$ cat src/rtl/ysyx_23060236_lsu_pkg.sv
// Shared codes for the load/store unit: FSM state encoding, funct3 access
// codes, AXI response codes and the alignment rule used by the optional
// misalignment check (YSYX_23060236_LSU_MISALIGN_EN).
package ysyx_23060236_lsu_pkg;

  typedef enum logic [2:0] {
    S_IDLE  = 3'd0,
    S_RADDR = 3'd1,
    S_RDATA = 3'd2,
    S_WREQ  = 3'd3,
    S_WRESP = 3'd4
  } lsu_state_t;

  // funct3 encodings for loads (stores share the low two bits)
  localparam logic [2:0] F3_LB  = 3'b000;
  localparam logic [2:0] F3_LH  = 3'b001;
  localparam logic [2:0] F3_LW  = 3'b010;
  localparam logic [2:0] F3_LBU = 3'b100;
  localparam logic [2:0] F3_LHU = 3'b101;

  // funct3[1:0] as an access size
  localparam logic [1:0] SZ_BYTE = 2'b00;
  localparam logic [1:0] SZ_HALF = 2'b01;
  localparam logic [1:0] SZ_WORD = 2'b10;

  localparam logic [1:0] RESP_OKAY   = 2'b00;
  localparam logic [1:0] RESP_SLVERR = 2'b10;

  // Any response other than OKAY is treated as an error; SLVERR is the
  // usual one, but DECERR/EXOKAY are not expected from a data slave either.
  function automatic logic resp_err(input logic [1:0] resp);
    resp_err = (resp != RESP_OKAY) || (resp == RESP_SLVERR);
  endfunction

  // Halfwords must be 2-byte aligned, words 4-byte aligned.
  function automatic logic misaligned(input logic [1:0] size, input logic [1:0] offset);
    case (size)
      SZ_HALF: misaligned = offset[0];
      SZ_WORD: misaligned = (offset != 2'b00);
      default: misaligned = 1'b0;
    endcase
  endfunction

endpackage

$ cat src/rtl/ysyx_23060236_lsu_align.sv
// Combinational lane handling for the LSU: byte strobe and data shift for
// stores, and extract + sign/zero extension for loads. Lanes shifted past
// byte 3 are simply dropped.
module ysyx_23060236_lsu_align
  import ysyx_23060236_lsu_pkg::*;
(
  input  logic [2:0]  funct3,
  input  logic [1:0]  offset,
  input  logic [31:0] store_data,
  input  logic [31:0] bus_rdata,
  output logic [3:0]  strobe,
  output logic [31:0] lane_wdata,
  output logic [31:0] load_data
);

  logic [4:0]  shamt;
  logic [31:0] shifted;
  logic [3:0]  strobe_base;

  // Extend the low byte/halfword of a right-justified load word.
  function automatic logic [31:0] extend(input logic [2:0] f3, input logic [31:0] raw);
    logic signed [7:0]  byte_s;
    logic signed [15:0] half_s;
    byte_s = $signed(raw[7:0]);
    half_s = $signed(raw[15:0]);
    case (f3)
      F3_LB:   extend = {{24{byte_s[7]}}, byte_s};
      F3_LH:   extend = {{16{half_s[15]}}, half_s};
      F3_LBU:  extend = {24'd0, raw[7:0]};
      F3_LHU:  extend = {16'd0, raw[15:0]};
      F3_LW:   extend = raw;
      default: extend = raw;
    endcase
  endfunction

  assign shamt   = {offset, 3'b000};
  assign shifted = bus_rdata >> shamt;

  // Strobe pattern before lane alignment, chosen by access size.
  always_comb begin
    case (funct3[1:0])
      SZ_BYTE: strobe_base = 4'b0001;
      SZ_HALF: strobe_base = 4'b0011;
      default: strobe_base = 4'b1111;
    endcase
  end

  assign strobe     = strobe_base << offset;
  assign lane_wdata = store_data << shamt;
  assign load_data  = extend(funct3, shifted);

endmodule

$ cat src/rtl/ysyx_23060236_lsu.sv
// Load/store stage: accepts one instruction from EXU at a time, performs at
// most one AXI4-Lite-style data access and returns a registered one-cycle
// writeback / completion pulse. Optional build macro
// YSYX_23060236_LSU_MISALIGN_EN rejects misaligned halfword/word accesses
// without touching the bus.
module ysyx_23060236_lsu
  import ysyx_23060236_lsu_pkg::*;
(
  input  logic        clock,
  input  logic        reset,
  input  logic        in_valid,
  output logic        in_ready,
  input  logic        ren,
  input  logic        wen,
  input  logic [2:0]  funct3,
  input  logic [4:0]  rd,
  input  logic        reg_wen,
  input  logic [31:0] addr,
  input  logic [31:0] wdata,
  input  logic [31:0] pc,
  output logic [31:0] araddr,
  output logic [2:0]  arsize,
  output logic        arvalid,
  input  logic        arready,
  input  logic [31:0] rdata,
  input  logic [1:0]  rresp,
  input  logic        rvalid,
  output logic        rready,
  output logic [31:0] awaddr,
  output logic [2:0]  awsize,
  output logic        awvalid,
  input  logic        awready,
  output logic [31:0] m_wdata,
  output logic [3:0]  wstrb,
  output logic        wvalid,
  input  logic        wready,
  input  logic [1:0]  bresp,
  input  logic        bvalid,
  output logic        bready,
  output logic        wb_en,
  output logic [4:0]  wb_rd,
  output logic [31:0] wb_data,
  output logic [31:0] wb_pc,
  output logic        lsu_over,
  output logic        lsu_err
);

  lsu_state_t state, state_next;

  logic        accept;
  logic        bad_align;
  logic        aw_done;
  logic        w_done;
  logic [31:0] load_data;

  // accepted request, held stable until completion
  logic [2:0]  funct3_p0;
  logic [4:0]  rd_p0;
  logic        reg_wen_p0;
  logic [31:0] addr_p0;
  logic [31:0] wdata_p0;
  logic [31:0] pc_p0;

  assign accept = in_valid & in_ready;

`ifdef YSYX_23060236_LSU_MISALIGN_EN
  assign bad_align = (ren | wen) & misaligned(funct3[1:0], addr[1:0]);
`else
  assign bad_align = 1'b0;
`endif

  ysyx_23060236_lsu_align u_align (
    .funct3     (funct3_p0),
    .offset     (addr_p0[1:0]),
    .store_data (wdata_p0),
    .bus_rdata  (rdata),
    .strobe     (wstrb),
    .lane_wdata (m_wdata),
    .load_data  (load_data)
  );

  // State register; reset abandons any bus transaction in flight.
  always_ff @(posedge clock) begin
    if (reset) state <= S_IDLE;
    else       state <= state_next;
  end

  // Next-state: write channels may complete in either order or together.
  always_comb begin
    state_next = state;
    case (state)
      S_IDLE: begin
        if (accept && !bad_align) begin
          if (ren)      state_next = S_RADDR;
          else if (wen) state_next = S_WREQ;
        end
      end
      S_RADDR: if (arready) state_next = S_RDATA;
      S_RDATA: if (rvalid)  state_next = S_IDLE;
      S_WREQ:  if ((aw_done | awready) && (w_done | wready)) state_next = S_WRESP;
      S_WRESP: if (bvalid)  state_next = S_IDLE;
      default: state_next = S_IDLE;
    endcase
  end

  // Bus handshake outputs decoded from state and per-channel done flags.
  always_comb begin
    in_ready = (state == S_IDLE);
    arvalid  = (state == S_RADDR);
    rready   = (state == S_RDATA);
    awvalid  = (state == S_WREQ) & ~aw_done;
    wvalid   = (state == S_WREQ) & ~w_done;
    bready   = (state == S_WRESP);
  end

  assign araddr = addr_p0;
  assign arsize = {1'b0, funct3_p0[1:0]};
  assign awaddr = addr_p0;
  assign awsize = {1'b0, funct3_p0[1:0]};

  // Remember which write channel has already handshaken; cleared outside WREQ.
  always_ff @(posedge clock) begin
    if (reset || state != S_WREQ) begin
      aw_done <= 1'b0;
      w_done  <= 1'b0;
    end else begin
      if (awvalid && awready) aw_done <= 1'b1;
      if (wvalid && wready)   w_done  <= 1'b1;
    end
  end

  // ---- stage p0: capture the request at accept ----
  // Latch request fields on accept; data path needs no reset.
  always_ff @(posedge clock) begin
    if (accept) begin
      funct3_p0  <= funct3;
      rd_p0      <= rd;
      reg_wen_p0 <= reg_wen;
      addr_p0    <= addr;
      wdata_p0   <= wdata;
      pc_p0      <= pc;
    end
  end

  // ---- stage p1: registered completion / writeback pulse ----
  // One-cycle completion pulse for pass-through, rejected, load and store.
  always_ff @(posedge clock) begin
    if (reset) begin
      wb_en    <= 1'b0;
      wb_rd    <= 5'd0;
      wb_data  <= 32'd0;
      wb_pc    <= 32'd0;
      lsu_over <= 1'b0;
      lsu_err  <= 1'b0;
    end else begin
      wb_en    <= 1'b0;
      lsu_over <= 1'b0;
      lsu_err  <= 1'b0;
      if (state == S_IDLE) begin
        if (accept && ((!ren && !wen) || bad_align)) begin
          wb_en    <= reg_wen & ~bad_align;
          wb_rd    <= rd;
          wb_data  <= addr;
          wb_pc    <= pc;
          lsu_over <= 1'b1;
          lsu_err  <= bad_align;
        end
      end else if (state == S_RDATA && rvalid) begin
        wb_en    <= reg_wen_p0 & ~resp_err(rresp);
        wb_rd    <= rd_p0;
        wb_data  <= load_data;
        wb_pc    <= pc_p0;
        lsu_over <= 1'b1;
        lsu_err  <= resp_err(rresp);
      end else if (state == S_WRESP && bvalid) begin
        wb_rd    <= rd_p0;
        wb_pc    <= pc_p0;
        lsu_over <= 1'b1;
        lsu_err  <= resp_err(bresp);
      end
    end
  end

endmodule

$ cat config.mk
export PLATFORM = sky130hd
export DESIGN_NAME = ysyx_23060236_lsu
export DESIGN_NICKNAME = d
export VERILOG_FILES = /design/src/rtl/ysyx_23060236_lsu_pkg.sv /design/src/rtl/ysyx_23060236_lsu_align.sv /design/src/rtl/ysyx_23060236_lsu.sv
export SDC_FILE = /design/constraint.sdc
export NUM_CORES = 1
export LEC_CHECK = 0
export CORE_MARGIN = 2
export CORE_UTILIZATION = 44
export DETAILED_ROUTE_END_ITERATION = 10
export GPL_TIMING_DRIVEN = 1
export PLACE_DENSITY = 0.87
export SYNTH_ARGS = -nofsm -noshare
export SYNTH_HDL_FRONTEND = slang
export SYNTH_HIERARCHICAL = 1
export SYNTH_SLANG_ARGS = --single-unit
$ cat constraint.sdc
create_clock -name clock -period 5.55 [get_ports clock]
set_input_delay 0.8325 -clock clock [delete_from_list [all_inputs] [get_ports clock]]
set_output_delay 0.8325 -clock clock [all_outputs]
set_load 0.02 [all_outputs]
# Word level (Yosys, flattened, before mapping)
# Cells that the tools add are included.
# Widths: inputs -> output; s select.
# totals
ff_bits,182
out_inout_bits,184
in_bits,151
wordCells,98
# classes
n_mux,30
reduce_logical,23
bitwise_logic,9
eq_ne,18
shift,3
# ops
op,count
$mux 32,7
$pmux 32 s4,1
$shl 32x5->32,1
$shr 32x5->32,1
$mux 3,7
$mux 5,4
$pmux 3 s5,1
$eq 3x3->1 const B,3
$mux 1,9
$pmux 4 s2,1
$logic_and 1x1->1,7
$eq 3x1->1 const B,2
$eq 3x2->1 const B,2
$logic_not 3->1,2
$ne 2x1->1 const B,3
$ne 2x2->1 const B,3
$reduce_and 6->1,1
$reduce_bool 2->1,3
$and 1x1->1,4
$eq 2x2->1 const B,2
$reduce_and 2->1,2
$shl 4x2->4,1
$logic_or 1x1->1,3
$ne 3x1->1 const B,1
8 further kinds,12

# Longest topological paths before layout
# Gate-level depths: netlist of run 1.
# logic_depth
ltp_word,6
depth_mapped,8
depth_no_buf,5

# By module
# The synthesis of run 1 kept the hierarchy.
# by_module_without_submodules
module,cells_per_inst,area_per_inst_um2,seq_area_each_um2,instances
ysyx_23060236_lsu,578,6916.6,4694.5,1
ysyx_23060236_lsu_align,208,1462.7,0.0,1

# Least setup slack after synthesis of run 1
# No wires, ideal clock.
# synth_path
kind,register to register
from,register state[1]
to,register state[0]
t_required_ns,5.473
arrival_time_ns,4.016
stages_incl_launch_ff,8
period_less_slack_ns,4.094
setup_slack_ns,1.456
n_path_buf,2
setup_time_ns,0.077
cell_sequence,dfxtp_1 buf_2 or3_4 buf_6 inv_2 and2_1 o21ai_0 a21oi_1
# synth_between
elab_chain_len,4
word_cells_on_any_way,14
classes_between,eq/ne (10); mux (1); bitwise (1); reduce/logical (2)
# synth_rtl
element,line_no,text
"start, declared",ysyx_23060236_lsu.sv:48,"lsu_state_t state, state_next;"
"start signal, assigned",ysyx_23060236_lsu.sv:85,else state <= state_next;
$logic_not 3->1,ysyx_23060236_lsu.sv:108,in_ready = (state == S_IDLE);
$and 1x1->1,ysyx_23060236_lsu.sv:64,assign accept = in_valid & in_ready;
named net accept,ysyx_23060236_lsu.sv:50,logic accept;
$ne 2x1->1 (no line),-,
$reduce_and 6->1 (no line),-,
# The timed path passes the listed nets, and every way through them passes these cells.
# A chain may end at the register's enable or synchronous reset.

# Worst setup path in the final report of run 1
# layout_path
from,register state[2]
to,output in_ready
# layout_between
elab_chain_len,1
# layout_rtl
element,line_no,text
$logic_not 3->1,ysyx_23060236_lsu.sv:108,
"end, declared",ysyx_23060236_lsu.sv:12,"output logic in_ready,"
# Every way passes these cells.

==> results of run 1 <==
power groups by stage:
stage                     Clock [mW]  Sequential [mW]  Combinational, mW
after floorplan                    0             1.84              0.660
after global routing            1.34             1.72               1.38
final                           1.26             1.71               1.29
after CTS                       1.29             1.71               1.29
after global placement             0             1.73               1.27
after detailed placement           0             1.74               1.29
worst max-delay path by stage:
stage                           from               endpoint  slack, ns  depth (start not counted)
5_1_grt        state[2]$_SDFFE_PP0P_               in_ready       1.48                          4
2_1_floorplan  state[1]$_SDFFE_PP0P_  state[0]$_SDFFE_PP0P_       1.46                          7
6_report       state[2]$_SDFFE_PP0P_               in_ready       1.61                          4
3_3_place_gp   state[2]$_SDFFE_PP0P_               in_ready       2.09                          4
3_5_place_dp   state[2]$_SDFFE_PP0P_               in_ready       2.08                          4
4_1_cts        state[2]$_SDFFE_PP0P_               in_ready       1.60                          4
layout by cell type, fill, tap and decap left out, drive strengths merged, types with 2 or more instances in the layout:
| cell type | netlist | final |
|---|---|---|
| nand4bb | 2 | 2 |
| buf | 79 | 8 |
| and2 | 9 | 9 |
| inv | 5 | 15 |
| nor2b | 12 | 12 |
| nand3b | 3 | 3 |
| a21oi | 21 | 21 |
| nand2b | 3 | 3 |
| nand4 | 9 | 9 |
| a221oi | 8 | 8 |
| nand3 | 9 | 9 |
| nand2 | 163 | 163 |
| a311oi | 69 | 69 |
| dfxtp | 77 | 77 |
| nor3b | 2 | 2 |
| clkbuf | 20 | 17 |
| edfxtp | 105 | 105 |
| mux2 | 17 | 17 |
| mux2i | 23 | 23 |
| o21ai | 19 | 19 |
| conb | 1 | 2 |
| a211oi | 11 | 11 |
| clkdlybuf4s50 | 0 | 331 |
| nor3 | 5 | 5 |
| nor2 | 90 | 90 |
| clkinv | 0 | 4 |
| a22oi | 8 | 8 |
state kept, by name, indices dropped and copies added, names as in the netlist:
register,count
araddr,32
pc_p0,32
wb_data,32
wb_pc,32
wdata_p0,32
rd_p0,5
wb_rd,5
funct3_p0,3
state,3
aw_done,1
lsu_err,1
lsu_over,1
reg_wen_p0,1
w_done,1
wb_en,1
synthesized netlist by cell type (2+ instances only):
cell       number
dfxtp_1        77
nor3_1          5
nand2b_1        3
nand4bb_1       2
a221oi_1        7
buf_1           2
mux2i_1        23
o21ai_0        18
inv_2           2
mux2_4          2
and2_1          9
nand3_1         8
buf_2          22
mux2_2         15
a311oi_2       10
a211oi_1       11
a22oi_1         8
nor2b_1        11
nand3b_1        3
buf_6          13
edfxtp_1      105
a21oi_1        20
inv_1           3
nand2_1       162
nor2_1         90
buf_4          42
nand4_1         9
a311oi_1       59
clkbuf_1       20
metrics by stage:
stage | util (%) | power, mW | area (µm²) | hold WS, ns | instances
after CTS | 64.3 | 4.29 | 12000 | 0.500 | 1293
after detailed placement | 61.0 | 3.03 | 11400 | 0.489 | 1261
final | 64.3 | 4.26 | 12000 | 0.497 | 1293
after global placement | 61.0 | 2.99 | 11400 | 0.483 | 1261
after global routing | 64.3 | 4.45 | 12000 | 0.520 | 1293
after floorplan | - | 2.50 | 8380 | 0.472 | 787
worst max-delay path, delay by kind of cell (launching register included):
kind / cells / cell delay [ns]
AND/OR/NAND/NOR: 1 / 0.74
buffers and inverters: 3 / 1.54
flip-flops: 1 / 0.38
cells by family after synthesis:
group / synth area share [%]
XOR/XNOR: 0.105
flip-flops: 56.0
AO/OA/AOI/OAI: 13.9
buffers and inverters: 8.03
multiplexers: 5.12
AND/OR/NAND/NOR: 16.8
other: 0.0448
cell type report:
cell class | count | area [µm²] | share of cell area [%]
Clock buffer | 17 | 425 | 3.54
Multi-Input combinational cell | 501 | 3030 | 25.2
Tap cell | 234 | 293 | 2.43
Sequential cell | 182 | 4690 | 39.0
Clock inverter | 15 | 203 | 1.68
Inverter | 5 | 18.8 | 0.156
Timing Repair Buffer | 339 | 3370 | 28.0
layer usage:
metal  global-route usage, %  up-vias  wire length, µm
met5                       0        -                0
met1                    28.2     3321             9740
met2                    40.0      339            12000
li1                        -     3331                -
met3                    5.15       73             1480
met4                    12.4        0             1090
==> impl_metrics.json, run 1 <==
{
  "whs_endpoint": "wb_data[30]$_SDFFE_PP0P_",
  "io_buffers": 332,
  "worstPathRequired_ns": 4.72,
  "critical_path.cell_chain": "or3_4, inv_2, buf_4, clkdlybuf4s50_1",
  "swShare_pct": 34.3,
  "synth_top_cell_area_share_pct": 37.6,
  "critical_path.reg2reg.startpoint": "state[2]$_SDFFE_PP0P_",
  "r2r_slack_ns": 2.49,
  "clockPowerShare_pct": 29.6,
  "worstSkewPairLatency_ns": 0.44,
  "die_x_um": 142,
  "skew_ns": 0.0187,
  "max-cap-violations": 0,
  "fillers": 1411,
  "coreArea_mm2": 0.0187,
  "drive_above_1_share_pct": 7.74,
  "slowest_stage": "clkdlybuf4s50_1",
  "hold_violations": 0,
  "critPathArrivalTime_ns": 3.11,
  "finalSetupViolations": 0,
  "synthCells": 786,
  "drc": 0,
  "worstSetupEndpointType": "primary output",
  "rsz0062_at_grt": "no",
  "startpoint_type": "flip-flop",
  "synth-main-ff-cell": "edfxtp_1",
  "status": "finished clean",
  "post-place-ws_ns": 2.08,
  "ys.warnings.count": 6,
  "synth_area_leader_cell": "edfxtp_1",
  "antenna_found_initial": 0,
  "reg2reg_to": "rd_p0[0]$_DFFE_PP_",
  "cts_hold_buffers": 0,
  "clock-sinks": 182,
  "dr.pass1.iters": 7,
  "synth-seq-cells": 182,
  "hpwl_um": 17400,
  "synth_edf_count": 105,
  "power_density_mw_per_mm2": 354,
  "cts_buffers": 17,
  "drt_wl_total_um": 24300,
  "cts_buffer_depth": 2,
  "ys_types": 54,
  "final_max_slew_viol_count": 0,
  "fin_tns_setup_ns": 0,
  "cp_slowest_stage_delay_ns": 0.75,
  "ys_top_cells_by_area": "edfxtp_1 38%, dfxtp_1 18%, nand2_1 7.3%",
  "worstMarginPinSlew_ns": 1.04,
  "ir_drop_mv": 0.219,
  "hp-class": "reg -> reg",
  "wl_per_cell_um": 18.8,
  "ys_seq_area_share_pct": 56.0,
  "grt_util_all_layers_pct": 23.6,
  "relSlewSlack_pct": 30.7,
  "pwr-share-comb_pct": 30.3,
  "synth_area_mm2": 0.00838,
  "grt.overflow.total": 0,
  "die-area_mm2": 0.0202,
  "min_from": "wb_data[30]$_SDFFE_PP0P_",
  "async_flop_share_pct": 0,
  "cts_htree_levels": 4,
  "diodes": 0,
  "drt_iter0_markers": 537,
  "clk_pin_slew_ns": 0.08,
  "vias_per_cell": 5.46,
  "io_pins": 335,
  "grt_pass1_wl_um": 37100,
  "layout_min_cycle_time_ns": 3.94,
  "cts-root-buf": "clkbuf_16",
  "worstRegToRegCells": 4,
  "start_util_pct": 44.8,
  "p_int_mw": 2.80,
  "setup_slack_ns": 1.61,
  "cts_setup_buffers": 0,
  "ant_nets": 0,
  "hold_path_depth": 2,
  "grt_pass1_vias": 6953,
  "power_frac_seq_pct": 40.1,
  "vias": 7064,
  "synth_area_per_cell_um2": 10.7,
  "fin_nets": 1197,
  "fmax_mhz": 254,
  "grt_max_degree": 75,
  "p_sw_mw": 1.46,
  "area_growth_pct": 43.6,
  "power_leakage_nw": 4.29,
  "die_height_um": 142,
  "path_max_fanout": 74,
  "gp_congestion": 0.869,
  "rows": 50,
  "crit_type": "reg -> out",
  "finalCritPeriodShare_pct": 71.0,
  "cts_tree": "done",
  "cts_resized": 0
}
(Power assumes the default switching activity.)
==> run 2, diff against run 1 <==
clock period = 4 ns   (was 5.55 ns; I/O delays follow)
==> run 2 against run 1 <==
Clock power is 38% higher; sequential power is 39% higher; die area stayed put; count of clock-buffer cells in the layout stayed put; final cell count is 0.23% higher; highest routed layer unchanged; non-clock buffer count is 3 higher; largest cell class unchanged; core utilization is 0.18 points higher; via count is 0.40% higher.
==> impl_metrics.json, run 2 (synthesis results as in run 1) <==
{
  "grt_max_degree": 76,
  "grt_pass1_vias": 6943,
  "layout_min_cycle_time_ns": 3.51,
  "die-area_mm2": 0.0202,
  "worstSetupEndpointType": "primary output",
  "p_total_mw": 5.91,
  "final_max_slew_viol_count": 0,
  "hold_violations": 0,
  "worstRegToRegCells": 6,
  "grt_pass1_wl_um": 37300,
  "clk_pin_slew_ns": 0.08,
  "ir_drop_mv": 0.273,
  "max-cap-violations": 0,
  "drive_above_1_share_pct": 8.00,
  "power_leakage_nw": 4.32,
  "r2r_slack_ns": 0.93,
  "critical_path.reg2reg.startpoint": "araddr[1]$_DFFE_PP_",
  "finalCritPeriodShare_pct": 87.7,
  "whs_endpoint": "wb_rd[4]$_SDFFE_PP0P_",
  "fillers": 1432,
  "die_height_um": 142,
  "hp-class": "reg -> reg",
  "fin_nets": 1200,
  "cts_resized": 0,
  "path_max_fanout": 40,
  "grt_util_all_layers_pct": 23.8,
  "cts_buffer_depth": 2,
  "cts-root-buf": "clkbuf_16",
  "setup_slack_ns": 0.491,
  "diodes": 0,
  "crit_type": "reg -> out",
  "fin_tns_setup_ns": 0,
  "grt.overflow.total": 0,
  "final_common_cell": "clkdlybuf4s50_1",
  "worstMarginPinSlew_ns": 0.899,
  "rows": 50,
  "cts_setup_buffers": 0,
  "startpoint_type": "flip-flop",
  "dr.pass1.iters": 6,
  "drt_wl_total_um": 24300,
  "clock-sinks": 182,
  "io_buffers": 332,
  "reg2reg_to": "wb_data[28]$_SDFFE_PP0P_",
  "worstPathRequired_ns": 3.40,
  "skew_ns": 0.00952,
  "rsz0062_at_grt": "no",
  "hold_slack_ns": 0.499,
  "layout_common_cells": "331 x clkdlybuf4s50_1, 162 x nand2_1, 105 x edfxtp_1",
  "worstSkewPairLatency_ns": 0.43,
  "vias_per_cell": 5.47,
  "start_util_pct": 44.8,
  "power_density_mw_per_mm2": 490,
  "io_pins": 335,
  "coreArea_mm2": 0.0187,
  "cts_htree_levels": 4,
  "cts_buffers": 17,
  "min_from": "wb_rd[4]$_SDFFE_PP0P_",
  "gp_congestion": 0.907,
  "hold_path_depth": 2,
  "die_x_um": 142,
  "cts_tree": "done",
  "vias": 7092,
  "finalSetupViolations": 0,
  "post-place-ws_ns": 0.932,
  "cts_hold_buffers": 0,
  "antenna_found_initial": 0,
  "relSlewSlack_pct": 40.1,
  "hpwl_um": 17500,
  "fmax_mhz": 285,
  "drt_iter0_markers": 390,
  "critPathArrivalTime_ns": 2.91,
  "drc": 0,
  "ant_nets": 0,
  "area_growth_pct": 44.0,
  "status": "finished clean",
  "wl_per_cell_um": 18.8
}
==> run 2: cell types whose count changed in the layout (fill, tap and decap cells not counted) <==
cell / change
buf_12: +1
buf_4: +2
clkinv_4: +1
clkinvlp_4: -1
inv_12: -1
inv_6: -1
inv_8: +2
==> run 2: stage by stage <==
step | instance area (µm²) | utilization [%] | cells
2_1_floorplan | 8380 | - | 787
3_3_place_gp | 11400 | 61.2 | 1264
3_5_place_dp | 11400 | 61.2 | 1264
4_1_cts | 12100 | 64.5 | 1296
5_1_grt | 12100 | 64.5 | 1296
6_report | 12100 | 64.5 | 1296
==> run 2: routing by layer <==
metal  up-vias  track usage, %  part of all wire, %
met2       322            40.3                   50
met1      3357            29.0                   40
met5         -               0                    0
li1       3349               -                    -
met4         0            12.3                  4.5
met3        64            4.71                  5.8
==> run 2: area by class of cell <==
cell class | instances | area (µm²) | area share (%)
inverter | 5 | 18.8 | 0.156
clock inverter | 15 | 201 | 1.67
timing repair buffer | 342 | 3410 | 28.2
clock buffer | 17 | 425 | 3.53
multi-input combinational | 501 | 3030 | 25.1
sequential | 182 | 4690 | 38.9
tap | 234 | 293 | 2.43
==> run 2: power by group <==
group | leakage [nW] | internal [mW] | switching, mW
sequential | 1.63 | 2.24 | 0.128
combinational | 2.38 | 0.781 | 1.01
clock | 0.304 | 0.873 | 0.871
total | 4.32 | 3.90 | 2.01
==> run 2: how the worst max path moves through the flow <==
stage	from	to	slack [ns]	depth (start not counted)
5_1_grt	araddr[1]$_DFFE_PP_	m_wdata[28]	0.28	5
6_report	araddr[1]$_DFFE_PP_	m_wdata[22]	0.49	4
2_1_floorplan	state[1]$_SDFFE_PP0P_	state[0]$_SDFFE_PP0P_	1.14	7
4_1_cts	araddr[1]$_DFFE_PP_	m_wdata[28]	0.50	5
3_3_place_gp	araddr[1]$_DFFE_PP_	m_wdata[22]	1.06	4
3_5_place_dp	araddr[1]$_DFFE_PP_	wb_data[28]$_SDFFE_PP0P_	0.93	6
==> run 2: critical path, cell delays in order, from the launching register on <==
cell	delay, ns
edfxtp_1	0.84
buf_4	0.57
mux2i_1	0.18
o21ai_0	0.22
clkdlybuf4s50_1	0.64
==> run 3, diff against run 2 <==
CORE_UTILIZATION = 47   (was 44)
PLACE_DENSITY = 0.92   (was 0.87)
clock period = 4.5 ns   (was 4 ns; I/O delays follow)
==> run 3 against run 2 <==
Sequential cell count is the same; combinational power shrank 11%; critical path type unchanged; worst setup slack gained 0.53 ns; clock power shrank 10%; critical path depth shrank 1; largest cell class unchanged; worst hold slack lost 0.0017 ns; register-to-register slack gained 0.38 ns; die area shrank 6.2%.
==> impl_metrics.json, run 3 (synthesis results as in run 1) <==
{
  "worstSetupEndpointType": "primary output",
  "status": "finished clean",
  "crit_type": "reg -> out",
  "gp_congestion": 0.889,
  "worstPathRequired_ns": 3.83,
  "worstMarginPinSlew_ns": 0.951,
  "wl_per_cell_um": 19.1,
  "rows": 48,
  "busiest_layer": "met2",
  "fin_cells": 1285,
  "layout_min_cycle_time_ns": 3.48,
  "fillers": 1273,
  "io_buffers": 332,
  "final_common_cell": "clkdlybuf4s50_1",
  "hp-class": "reg -> reg",
  "start_util_pct": 48.3,
  "globalRouteMet1Util_pct": 32.0,
  "dr.pass1.iters": 5,
  "hold_violations": 0,
  "grt_use_met2_pct": 43.1,
  "finalSetupViolations": 0,
  "ant_nets": 0,
  "vias_per_cell": 5.53,
  "cts_buffer_depth": 2,
  "drive_above_1_share_pct": 7.83,
  "cts_setup_buffers": 0,
  "max-cap-violations": 0,
  "antenna_found_initial": 0,
  "placed_cells": 1253,
  "die_height_um": 138,
  "ir_drop_mv": 0.251,
  "startpoint_type": "flip-flop",
  "fin_nets": 1198,
  "io_pins": 335,
  "layout_common_cells": "331 x clkdlybuf4s50_1, 162 x nand2_1, 105 x edfxtp_1",
  "cts_hold_buffers": 0,
  "fin_tns_setup_ns": 0,
  "final_max_slew_viol_count": 0,
  "seq_area_mm2": 0.00469,
  "clk_pin_slew_ns": 0.08,
  "fmax_mhz": 287,
  "grt_pass1_vias": 6817,
  "cp_slowest_stage_delay_ns": 0.74,
  "cts_tree": "done",
  "drt_iter0_markers": 527,
  "die-area_mm2": 0.0189,
  "multiInputGateArea_mm2": 0.00303,
  "finalCritPeriodShare_pct": 77.4,
  "critical_path.cell_chain": "or3_4, inv_2, clkdlybuf4s50_1",
  "slowest_stage": "or3_4",
  "drc": 0,
  "power_density_mw_per_mm2": 437,
  "diodes": 0,
  "clock-sinks": 182,
  "grt_use_met3_pct": 5.11,
  "vias": 7107,
  "grt_max_degree": 76,
  "coreArea_mm2": 0.0174,
  "rsz0062_at_grt": "no",
  "grt_util_all_layers_pct": 25.6,
  "cts-root-buf": "clkbuf_16",
  "cts_buffers": 17,
  "power_leakage_nw": 4.31,
  "critPathArrivalTime_ns": 2.81,
  "drt_wl_total_um": 24600,
  "grt_pass1_wl_um": 36900,
  "path_max_fanout": 74,
  "die_x_um": 138,
  "cts_htree_levels": 4,
  "grt.overflow.total": 0,
  "worstSkewPairLatency_ns": 0.43,
  "relSlewSlack_pct": 36.6,
  "hpwl_um": 17500,
  "cts_resized": 0,
  "p_total_mw": 5.26,
  "area_growth_pct": 43.7,
  "skew_ns": 0.0137
}
[run 3: cell types whose count changed in the layout (fill, tap and decap cells not counted), sizes merged]
cell      previous run  this run
buf                 11         9
clkinv               5         3
inv                 15        16
clkinvlp             0         1
[run 3: power by group]
part	internal (mW)	switching (mW)	leakage (nW)
sequential	1.99	0.107	1.63
clock	0.779	0.780	0.302
combinational	0.689	0.912	2.37
[run 3: worst max-delay path, delay by kind of cell (launching register included)]
family	cells	cell delay (ns)
DFF	1	0.38
and+or+nand+nor	1	0.74
buffers and inverters	2	1.27
[run 3: cell type report]
cell class | instances | share of cell area, %
repair buffers | 340 | 28.2
clock buffers | 17 | 3.53
flip-flops and latches | 182 | 39.0
multi-input cells | 501 | 25.1
clock inverters | 15 | 1.68
well taps | 225 | 2.34
inverters | 5 | 0.156
[run 3: per-stage QoR]
| step | hold WS [ns] | utilization, % | setup slack [ns] | cell area, µm² |
|---|---|---|---|---|
| 3_3_place_gp | 0.483 | 65.8 | 1.39 | 11400 |
| 6_report | 0.497 | 69.4 | 1.02 | 12000 |
| 3_5_place_dp | 0.491 | 65.8 | 1.29 | 11400 |
| 4_1_cts | 0.501 | 69.4 | 0.999 | 12000 |
| 5_1_grt | 0.528 | 69.4 | 0.843 | 12000 |
| 2_1_floorplan | 0.472 | - | 0.406 | 8380 |
[run 3: path summary, 6_finish.rpt]
check / startpoint / cells after the start / slack, ns / end
max: state[2]$_SDFFE_PP0P_ / 3 / 1.02 / in_ready
min: wb_data[4]$_SDFFE_PP0P_ / 2 / 0.50 / wb_data[4]$_SDFFE_PP0P_
max reg2reg: state[2]$_SDFFE_PP0P_ / 4 / 1.31 / wdata_p0[2]$_DFFE_PP_
min reg2reg: wb_data[4]$_SDFFE_PP0P_ / 2 / 0.50 / wb_data[4]$_SDFFE_PP0P_
[run 3: routing by layer]
metal / wire, µm / vias to the layer above / part of all wire (%)
met2: 12500 / 314 / 51
met3: 1610 / 56 / 6.6
met4: 858 / 0 / 3.5
li1: - / 3343 / -
met5: 0 / - / 0
met1: 9620 / 3394 / 39
